--- src/rtl/button_debouncer.sv ---
// button_debouncer: qualifies a bouncy push-button level over STABLE_CYCLES clocks.
// Define DEBOUNCER_SYNC_EN to add a two-flop synchroniser on pb_raw.
module button_debouncer #(
    parameter int unsigned STABLE_CYCLES = 500000,
    parameter int unsigned CNT_W         = 19
) (
    input  logic clk,
    input  logic rst,
    input  logic pb_raw,
    output logic pb_clean,
    output logic bouncing
);
    // Encoding is {pb_clean, bouncing}, so both outputs come straight from the state flops.
    typedef enum logic [1:0] {
        STABLE_LO = 2'b00,
        WAIT_HI   = 2'b01,
        STABLE_HI = 2'b10,
        WAIT_LO   = 2'b11
    } state_e;
    localparam logic [CNT_W-1:0] LAST = CNT_W'(STABLE_CYCLES - 1);
    localparam logic [CNT_W-1:0] ONE  = CNT_W'(1);
    state_e           state_q, state_d;
    logic [CNT_W-1:0] cnt_q, cnt_d;
    logic             s;
`ifdef DEBOUNCER_SYNC_EN
    logic [1:0] sync_q;
    always_ff @(posedge clk or negedge rst) begin
        if (!rst) sync_q <= '0;
        else      sync_q <= {sync_q[0], pb_raw};
    end
    assign s = sync_q[1];
`else
    assign s = pb_raw;
`endif
    always_comb begin
        state_d = state_q;
        cnt_d   = cnt_q;
        case (state_q)
            STABLE_LO: begin
                state_d = s ? WAIT_HI : STABLE_LO;
                cnt_d   = s ? ONE : '0;
            end
            WAIT_HI: begin
                state_d = !s ? STABLE_LO : (cnt_q == LAST) ? STABLE_HI : WAIT_HI;
                cnt_d   = (!s || cnt_q == LAST) ? '0 : cnt_q + ONE;
            end
            STABLE_HI: begin
                state_d = !s ? WAIT_LO : STABLE_HI;
                cnt_d   = !s ? ONE : '0;
            end
            WAIT_LO: begin
                state_d = s ? STABLE_HI : (cnt_q == LAST) ? STABLE_LO : WAIT_LO;
                cnt_d   = (s || cnt_q == LAST) ? '0 : cnt_q + ONE;
            end
        endcase
    end
    always_ff @(posedge clk or negedge rst) begin
        if (!rst) begin
            state_q <= STABLE_LO;
            cnt_q   <= '0;
        end else begin
            state_q <= state_d;
            cnt_q   <= cnt_d;
        end
    end
    assign pb_clean = state_q[1];
    assign bouncing = state_q[0];
endmodule

--- config.mk ---
export PLATFORM = sky130hd
export DESIGN_NAME = button_debouncer
export DESIGN_NICKNAME = d
export VERILOG_FILES = /design/src/rtl/button_debouncer.sv
export SDC_FILE = /design/constraint.sdc
export NUM_CORES = 1
export LEC_CHECK = 0
export CELL_PAD_IN_SITES_DETAIL_PLACEMENT = 0
export CELL_PAD_IN_SITES_GLOBAL_PLACEMENT = 1
export CORE_MARGIN = 2
export CORE_UTILIZATION = 49
export CTS_CLUSTER_SIZE = 10
export DETAILED_ROUTE_END_ITERATION = 6
export PLACE_DENSITY_LB_ADDON = 0.1
export RECOVER_POWER = 25
export SYNTH_ARGS = -nofsm -noshare
export SYNTH_HDL_FRONTEND = slang
export SYNTH_SLANG_ARGS = --single-unit
export TNS_END_PERCENT = 20
--- constraint.sdc ---
create_clock -name clk -period 3.5 [get_ports clk]
set_input_delay 0.35 -clock clk [delete_from_list [all_inputs] [get_ports clk]]
set_output_delay 0.35 -clock clk [all_outputs]
set_load 0.03 [all_outputs]
# Word level (Yosys, flattened, before mapping)
# Index checks and enable logic that the tools add are counted.
# word_totals
output_inout_bits,2
reg_bits,21
in_bits,3
# classes
n_eq_ne,4
addsub,1
mux,12
n_reduce_logical,4
# ops
operator,n
one-hot mux 19 bit (4 select lines),1
two-way mux 19 bit,2
adder 19 x 1 -> 19 bit (second input constant),1
== test 19 bit (second input constant),1
two-way mux 2 bit,4
one-hot mux 2 bit (4 select lines),1
== test 2 bit (second input constant),2
two-way mux 1 bit,4
== test 2 x 1 -> 1 bit (second input constant),1
logical NOT 2 bit,1
logical OR 1 bit,2
logical NOT 1 bit,1

# Longest topological paths before layout
# Gate-level depths: netlist (run 1).
# depth
word_depth,4
depth_mapped,6
mapped_depth_nobuf,5

# Worst setup path before layout (run 1)
# Ideal clock, no wire load.
# synth_path
path_kind,reg-to-reg
start,register cnt_q[0]
end,register cnt_q[14]
period_less_slack_ns,1.675
path_stages_with_launch,6
setup_slack_ns,1.825
setup_ns,0.078
n_path_buf,0
required_time_ns,3.422
arrival_ns,1.597
cell_sequence,dfrtp_1 ha_1 and4_1 nand3_1 or4b_1 a21oi_1
# synth_between
elab_chain_len,4
elab_cells_between_ends,7
# synth_lines
element,line,rtl
"start, declared",23,"logic [CNT_W-1:0] cnt_q, cnt_d;"
"start signal, assigned",63,cnt_q <= cnt_d;
branches (longest 3 deep; another with adder 19 x 1 -> 19 bit),-,
one-hot mux 19 bit (4 select lines) *,38,case (state_q)
net cnt_d[14],23,
# Mark *: on every way through the listed nets, which the timed path passes.

# Final worst setup path (run 1)
# Ends and elaborated chain as after synthesis.

==> impl_table.tex, run 1 <==
\begin{tabular}{lr}
\hline
Metric & Value \\
\hline
\multicolumn{2}{l}{\textbf{Clock tree}} \\
TritonCTS clock tree & yes \\
Post-CTS setup buffers & 0 \\
Buffer depth of the longest clock path & 2 \\
Insertion delay to the later sink of the worst-skew pair & 310 ps \\
Number of levels the H-tree was split into & 1 \\
Clock transition at the register clock pins on the worst setup and hold paths after CTS & 120 ps \\
PostCTS Resize Cnt & 0 \\
Hold Buf Count CTS & 0 \\
Clock Sinks & 21 \\
Clock buffers created by TritonCTS & 3 \\
Root buffer cell & clkbuf\_4 \\
\multicolumn{2}{l}{\textbf{Synth}} \\
Leading cell types by total area after synthesis & dfrtp\_1 48\%, xnor2\_1 6.4\%, nor2\_1 5.5\% \\
Count of synthesis-stage warnings from yosys & 0 \\
Synth top area share & 48.00\% \\
Net count of the mapped netlist & 116 \\
Yosys cell types & 34 \\
Cell count after synthesis & 112 \\
Number of enable flip-flop cells after synthesis & 0 \\
Syn Area/Cell & 9.775 um2 \\
Total standard cell area after synthesis & 1095 um2 \\
Yosys reg bits & 21 \\
Sequential element share of the synthesized area & 48.00\% \\
Library cell occupying the most area in the post-synthesis netlist & dfrtp\_1 \\
Most used DFF post-synth & dfrtp\_1 \\
Async set-reset flop share out of synthesis & 100.0\% \\
\multicolumn{2}{l}{\textbf{Final layout}} \\
Area of the multi-input gates & 530.5 um2 \\
Number of fill cells & 216 \\
Fraction of layout instances using a drive strength above 1 & 6.034\% \\
Number of diodes added for antenna fixing & 0 \\
Syn-to-layout area delta & 6.400\% \\
Sequential cell area in the final layout & 525.5 um2 \\
Final non-filler cell area & 1165 um2 \\
Final \#Nets & 121 \\
\multicolumn{2}{l}{\textbf{Routing}} \\
Remaining routing DRC violations & 0 \\
Iteration-0 DRC Markers & 17 \\
Number of nets with antenna violations after detailed routing & 0 \\
Vias after detailed routing & 813 \\
Detailed-router iteration count before antenna repair & 4 \\
Overall routed net length & 2.042 mm \\
Vias per inst & 5.646 \\
Per-cell routed wire length & 14.18 um \\
\multicolumn{2}{l}{\textbf{Setup path}} \\
Cell depth of the worst flop-to-flop path & 5 \\
Number of stages on the worst setup path & 5 \\
Crit path largest cell delay & 520 ps \\
Crit-path slowest cell & or4b\_1 \\
Arrival @ worst endpoint & 2150 ps \\
Sum of buffers and inverters on the critical path & 0 \\
Endpoint required time on the critical path & 3740 ps \\
Setup Crit Path Kind & flip-flop to flip-flop \\
CP endpoint kind & flip-flop \\
Worst Setup Start Kind & flip-flop \\
Top Family by Delay on Critical Path & simple AND/OR/NAND/NOR gates \\
Largest fanout on the critical path & 5 \\
Cell chain of the critical path & ha\_1 > and4\_1 > nand3\_1 > or4b\_1 > a21oi\_1 \\
\multicolumn{2}{l}{\textbf{Power}} \\
Power density relative to cell area & 329.2 nW/um2 \\
Worst vdd ir & 0.0002046 V \\
Lkg Pwr & 0.4181 nW \\
\multicolumn{2}{l}{\textbf{Run status}} \\
Outcome & completed \\
\multicolumn{2}{l}{\textbf{Min path}} \\
Class of the most critical hold timing path & flip-flop to flip-flop \\
Hold Path Cell Cnt & 1 \\
\multicolumn{2}{l}{\textbf{STA}} \\
Final setup skew & 6.271 ps \\
Pins over their slew limit & 0 \\
Setup Viol. Count Final & 0 \\
Slew of the pin with the lowest slew margin & 960.2 ps \\
Fmax & 522.2 MHz \\
Summed negative setup slack over all endpoints & 0 ps \\
Final hold violation count & 0 \\
Slew Limit Headroom & 35.78\% \\
Final critical delay including setup and external delays & 1915 ps \\
Final worst path period share & 54.72\% \\
Unrepaired setup endpoints after global routing & no \\
\multicolumn{2}{l}{\textbf{Floorplanning}} \\
Die outline area & 2629 um2 \\
Die span in y & 51.27 um \\
Die boundary width & 51.27 um \\
Initial core utilization & 50.46\% \\
Total core area & 2170 um2 \\
Total number of placement rows & 17 \\
Boundary pin count & 5 \\
\multicolumn{2}{l}{\textbf{Placement}} \\
HPWL after detailed placement & 1.453 mm \\
Instance area after placement & 1139 um2 \\
Routability cong. & 0.7991 \\
Port Buffer Count & 4 \\
\multicolumn{2}{l}{\textbf{Global route}} \\
Overall Global Routing Usage & 18.24\% \\
Grt ovf & 0 \\
Number of antenna violations at the first check in global routing & 0 \\
Vias in the first global route & 740 \\
Global-route wire length before repair & 3.525 mm \\
Pin count of the biggest net entering global routing & 22 \\
\multicolumn{2}{l}{\textbf{Flow run}} \\
Number of max-cap violations & 0 \\
\hline
\end{tabular}
[path summary, 6_finish.rpt]
kind / start / to / slack [ps]
max: cnt_q[0] / cnt_q[14] / 1580
min reg2reg: state_q[0] / cnt_q[0] / 520
min in group asynchronous: rst / cnt_q[4] / 630
max reg2reg: cnt_q[0] / cnt_q[14] / 1580
min: state_q[0] / cnt_q[0] / 520
max in group asynchronous: rst / cnt_q[6] / 2290
[sequential cells by signal, summed over array words and instances (netlist names)]
register / cells
state_q: 2
cnt_q: 19
[report_power, final]
group | internal [mW] | switching [mW] | leakage, nW | total [mW]
registers | 0.245 | 0.00269 | 0.289 | 0.247
logic | 0.00550 | 0.0119 | 0.114 | 0.0174
clock network | 0.0445 | 0.0743 | 0.0150 | 0.119
[layout make-up]
class | count | area share (%)
multi-input combinational | 85 | 45.54
sequential | 21 | 45.11
timing repair buffer | 4 | 3.437
tap | 28 | 3.008
clock buffer | 4 | 2.256
inverter | 2 | 0.6445
[cell usage in the layout (no fill, tap or decap)]
| cell | synthesis | final |
|---|---|---|
| nand2b_1 | 1 | 1 |
| clkbuf_4 | 0 | 3 |
| or2_2 | 1 | 1 |
| nor2_1 | 16 | 16 |
| nor4b_1 | 1 | 1 |
| nor4bb_1 | 1 | 1 |
| nand4b_1 | 1 | 1 |
| a211oi_1 | 1 | 1 |
| clkdlybuf4s50_1 | 0 | 2 |
| o21ai_0 | 3 | 3 |
| ha_1 | 1 | 1 |
| or4_1 | 2 | 2 |
| o21bai_2 | 1 | 1 |
| or3_1 | 2 | 2 |
| and4_1 | 1 | 1 |
| o31ai_1 | 2 | 2 |
| dlygate4sd3_1 | 0 | 2 |
| and3_1 | 1 | 1 |
| nor3b_1 | 1 | 1 |
| clkbuf_1 | 0 | 1 |
| and2_1 | 2 | 2 |
| or4b_1 | 1 | 1 |
| nand3_2 | 1 | 1 |
| nor4_1 | 3 | 3 |
| dfrtp_1 | 21 | 21 |
| a21oi_1 | 5 | 5 |
| xor2_1 | 5 | 5 |
| nand4_1 | 7 | 7 |
| nand2_1 | 6 | 6 |
| or2_1 | 1 | 1 |
| nor3_1 | 2 | 2 |
| xnor2_1 | 8 | 8 |
| inv_1 | 2 | 2 |
| mux2_2 | 1 | 1 |
| nand3_1 | 7 | 7 |
[routing by layer]
metal / global-route usage (%) / wire length (um) / vias up
met5: 0 / 0 / -
met4: 7.895 / 17 / 0
met3: 3.509 / 38 / 2
met2: 27.49 / 910 / 8
met1: 25.56 / 1075 / 389
li1: - / - / 414
[synthesized netlist by cell type (all sizes together), types with 2 or more instances]
| library cell | number |
|---|---|
| a21oi | 5 |
| and2 | 2 |
| buf | 4 |
| dfrtp | 21 |
| inv | 2 |
| nand2 | 6 |
| nand3 | 8 |
| nand4 | 7 |
| nor2 | 16 |
| nor3 | 2 |
| nor4 | 3 |
| o21ai | 3 |
| o31ai | 2 |
| or2 | 2 |
| or3 | 2 |
| or4 | 2 |
| xnor2 | 8 |
| xor2 | 5 |
[cells by family (layout without fill, tap and decap cells)]
family	after synthesis	count (layout)	share of synthesized area, %
AOI/OAI and AO/OA	12	12	6.742
xor gates and xnor gates	13	13	10.40
adders and majority gates	1	1	1.143
buffers and inverters	6	10	3.542
DFF	21	21	48.00
muxes	1	1	1.028
and+or+nand+nor	58	58	29.14
[per-stage QoR]
step | hold slack [ps] | setup WS [ps] | utilization [%] | cells | power [mW]
after floorplan | 54.41 | 1825 | - | 112 | 0.2598
after global placement | 489.1 | 1619 | 52.48 | 140 | 0.2699
after detailed placement | 502.6 | 1658 | 52.48 | 140 | 0.2702
after CTS | 517.6 | 1600 | 53.69 | 144 | 0.3892
after global routing | 548.1 | 1457 | 53.69 | 144 | 0.4007
final | 515.6 | 1585 | 53.69 | 144 | 0.3835
Power figures use the tool's default switching activity.
==> run 2: changes to the inputs <==
- CORE_UTILIZATION: 49 -> 45
- clock period: 3.5 -> 1.8 ns (I/O delays scaled with it)
==> run 2 against run 1 <==
Largest power group unchanged. Count of clock-buffer cells in the layout shrank 1. Worst setup slack lost 1500 ps. Critical path type unchanged. Power grew 99%. Largest cell class unchanged.
==> impl_table.tex, run 2 (synthesized netlist as in run 1, its figures left out) <==
\begin{tabular}{lr}
\hline
Metric & Value \\
\hline
\multicolumn{2}{l}{\textbf{Run status}} \\
Outcome & completed \\
\multicolumn{2}{l}{\textbf{Global route}} \\
Global-route wire length before repair & 3.801 mm \\
Overall Global Routing Usage & 18.74\% \\
Grt ovf & 0 \\
Vias in the first global route & 872 \\
Number of antenna violations at the first check in global routing & 0 \\
Pin count of the biggest net entering global routing & 22 \\
\multicolumn{2}{l}{\textbf{Setup path}} \\
Crit path largest cell delay & 510 ps \\
Critical register-to-register path startpoint & cnt\_q[1] \\
Largest fanout on the critical path & 5 \\
Arrival @ worst endpoint & 1990 ps \\
Worst Setup Start Kind & flip-flop \\
Crit-path slowest cell & or4b\_1 \\
Setup Crit Path Kind & flip-flop to flip-flop \\
Cell depth of the worst flop-to-flop path & 5 \\
Worst reg2reg endpoint & cnt\_q[14] \\
Sum of buffers and inverters on the critical path & 0 \\
CP endpoint kind & flip-flop \\
Top Family by Delay on Critical Path & simple AND/OR/NAND/NOR gates \\
Slack of the worst reg-to-reg path & 60 ps \\
Endpoint required time on the critical path & 2050 ps \\
Cell chain of the critical path & ha\_2 > and4\_4 > nand3\_1 > or4b\_1 > a21oi\_1 \\
\multicolumn{2}{l}{\textbf{Min path}} \\
HP Start & pb\_raw \\
Hold Path Cell Cnt & 2 \\
Worst Hold End & state\_q[1] \\
Class of the most critical hold timing path & primary input to flip-flop \\
\multicolumn{2}{l}{\textbf{Placement}} \\
Routability cong. & 0.7525 \\
HPWL after detailed placement & 1.556 mm \\
DP Worst Slack & -16.91 ps \\
Port Buffer Count & 4 \\
Cell count after placement & 146 \\
\multicolumn{2}{l}{\textbf{Clock tree}} \\
TritonCTS clock tree & yes \\
Root buffer cell & clkbuf\_4 \\
Clock buffers created by TritonCTS & 3 \\
Insertion delay to the later sink of the worst-skew pair & 310 ps \\
Clock Sinks & 21 \\
Buffer depth of the longest clock path & 2 \\
Number of levels the H-tree was split into & 1 \\
Clock transition at the register clock pins on the worst setup and hold paths after CTS & 130 ps \\
\multicolumn{2}{l}{\textbf{Floorplanning}} \\
Boundary pin count & 5 \\
Total core area & 2255 um2 \\
Initial core utilization & 48.56\% \\
Total number of placement rows & 17 \\
Die span in y & 53.33 um \\
Die boundary width & 53.33 um \\
Die outline area & 2844 um2 \\
\multicolumn{2}{l}{\textbf{Power}} \\
Lkg Pwr & 0.4620 nW \\
Switch share & 23.98\% \\
Internal portion of total power & 0.5801 mW \\
Combinational Power Share & 6.0\% \\
Power dissipated by switching net loads & 0.1830 mW \\
Worst vdd ir & 0.0003819 V \\
Part of the power in registers & 62.9\% \\
Proportion of power drawn by the clock network & 31.1\% \\
Power density relative to cell area & 599.2 nW/um2 \\
\multicolumn{2}{l}{\textbf{Routing}} \\
Detailed-router iteration count before antenna repair & 4 \\
Number of nets with antenna violations after detailed routing & 0 \\
Remaining routing DRC violations & 0 \\
Vias after detailed routing & 853 \\
Per-cell routed wire length & 15.03 um \\
Iteration-0 DRC Markers & 12 \\
Vias per inst & 5.612 \\
Overall routed net length & 2.285 mm \\
\multicolumn{2}{l}{\textbf{STA}} \\
Setup Viol. Count Final & 0 \\
Post-route setup slack & 62.70 ps \\
Slew Limit Headroom & 21.30\% \\
Final hold violation count & 0 \\
Unrepaired setup endpoints after global routing & yes \\
Smallest hold slack & 527.7 ps \\
Summed negative setup slack over all endpoints & 0 ps \\
Fmax & 575.6 MHz \\
Final worst path period share & 96.52\% \\
Pins over their slew limit & 0 \\
Final critical delay including setup and external delays & 1737 ps \\
Slew of the pin with the lowest slew margin & 1181 ps \\
Final setup skew & 13.38 ps \\
\multicolumn{2}{l}{\textbf{Final layout}} \\
Leading cell type in the layout, fill and taps excluded & dfrtp\_1 \\
Largest register FFs & 19 \\
Number of diodes added for antenna fixing & 0 \\
Syn-to-layout area delta & 16.34\% \\
Non-Filler Instances & 152 \\
Fraction of layout instances using a drive strength above 1 & 17.74\% \\
Final \#Nets & 129 \\
Reg with most FFs & cnt\_q \\
Registers with the most flip-flops & cnt\_q (19), state\_q (2) \\
Most frequent cells in the layout & 21 x dfrtp\_1, 15 x nor2\_1, 8 x xnor2\_1 \\
\multicolumn{2}{l}{\textbf{Flow run}} \\
Number of max-cap violations & 0 \\
\hline
\end{tabular}
[run 2: worst register-to-register path, stage by stage, from the launching register on]
cell and delay (ps):
dfrtp_1 420, ha_2 220, and4_4 260, nand3_1 110, or4b_1 510, a21oi_1 160
[run 2: layout make-up]
class / instances / area, um2
fillers: 216 / 980.9
multi-input cells: 85 / 566.8
flip-flops and latches: 21 / 525.5
repair buffers: 12 / 108.9
well taps: 28 / 35.03
clock buffers: 3 / 22.52
clock inverters: 1 / 7.507
inverters: 2 / 7.507
[run 2: power by group through the flow]
stage	clock network [mW]	logic (mW)	registers, mW
floorplan	0	0.0139	0.491
global placement	0	0.0378	0.490
detailed placement	0	0.0384	0.490
CTS	0.249	0.0396	0.481
global route	0.275	0.0515	0.481
finish	0.237	0.0456	0.480
[run 2: stage by stage]
step | util (%) | total power, mW | instance area, um2
after floorplan | - | 0.5051 | 1095
after global placement | 52.50 | 0.5275 | 1184
after detailed placement | 52.50 | 0.5280 | 1184
after CTS | 54.22 | 0.7697 | 1222
after global routing | 56.49 | 0.8080 | 1274
final | 56.49 | 0.7632 | 1274
[run 2: layer usage]
metal  vias to the layer above  GRT usage [%]  wire length, um
li1                        421              -                -
met1                       424          22.12             1063
met2                         6          33.54             1163
met3                         2          5.085               50
met4                         0          3.846                8
met5                         -              0                0
[run 2: how the worst max path moves through the flow]
stage / cells past startpoint / slack, ps / from / to
finish: 5 / 60 / cnt_q[1] / cnt_q[14]
global route: 4 / -50 / cnt_q[10] / state_q[1]
CTS: 5 / 10 / cnt_q[0] / cnt_q[14]
detailed placement: 4 / -20 / cnt_q[10] / cnt_q[10]
global placement: 4 / 0.6 / cnt_q[10] / cnt_q[11]
floorplan: 5 / 130 / cnt_q[0] / cnt_q[14]
[run 2: repair_timing]
item / CTS / global route
hold buffers: 0 / 0
buffers inserted: 0 / 2
gates cloned: 0 / 0
pin swaps: 0 / 2
endpoints found under the hold margin: 0 / 0
resized for setup: 2 / 7
endpoints found under the setup margin: 12 / 10
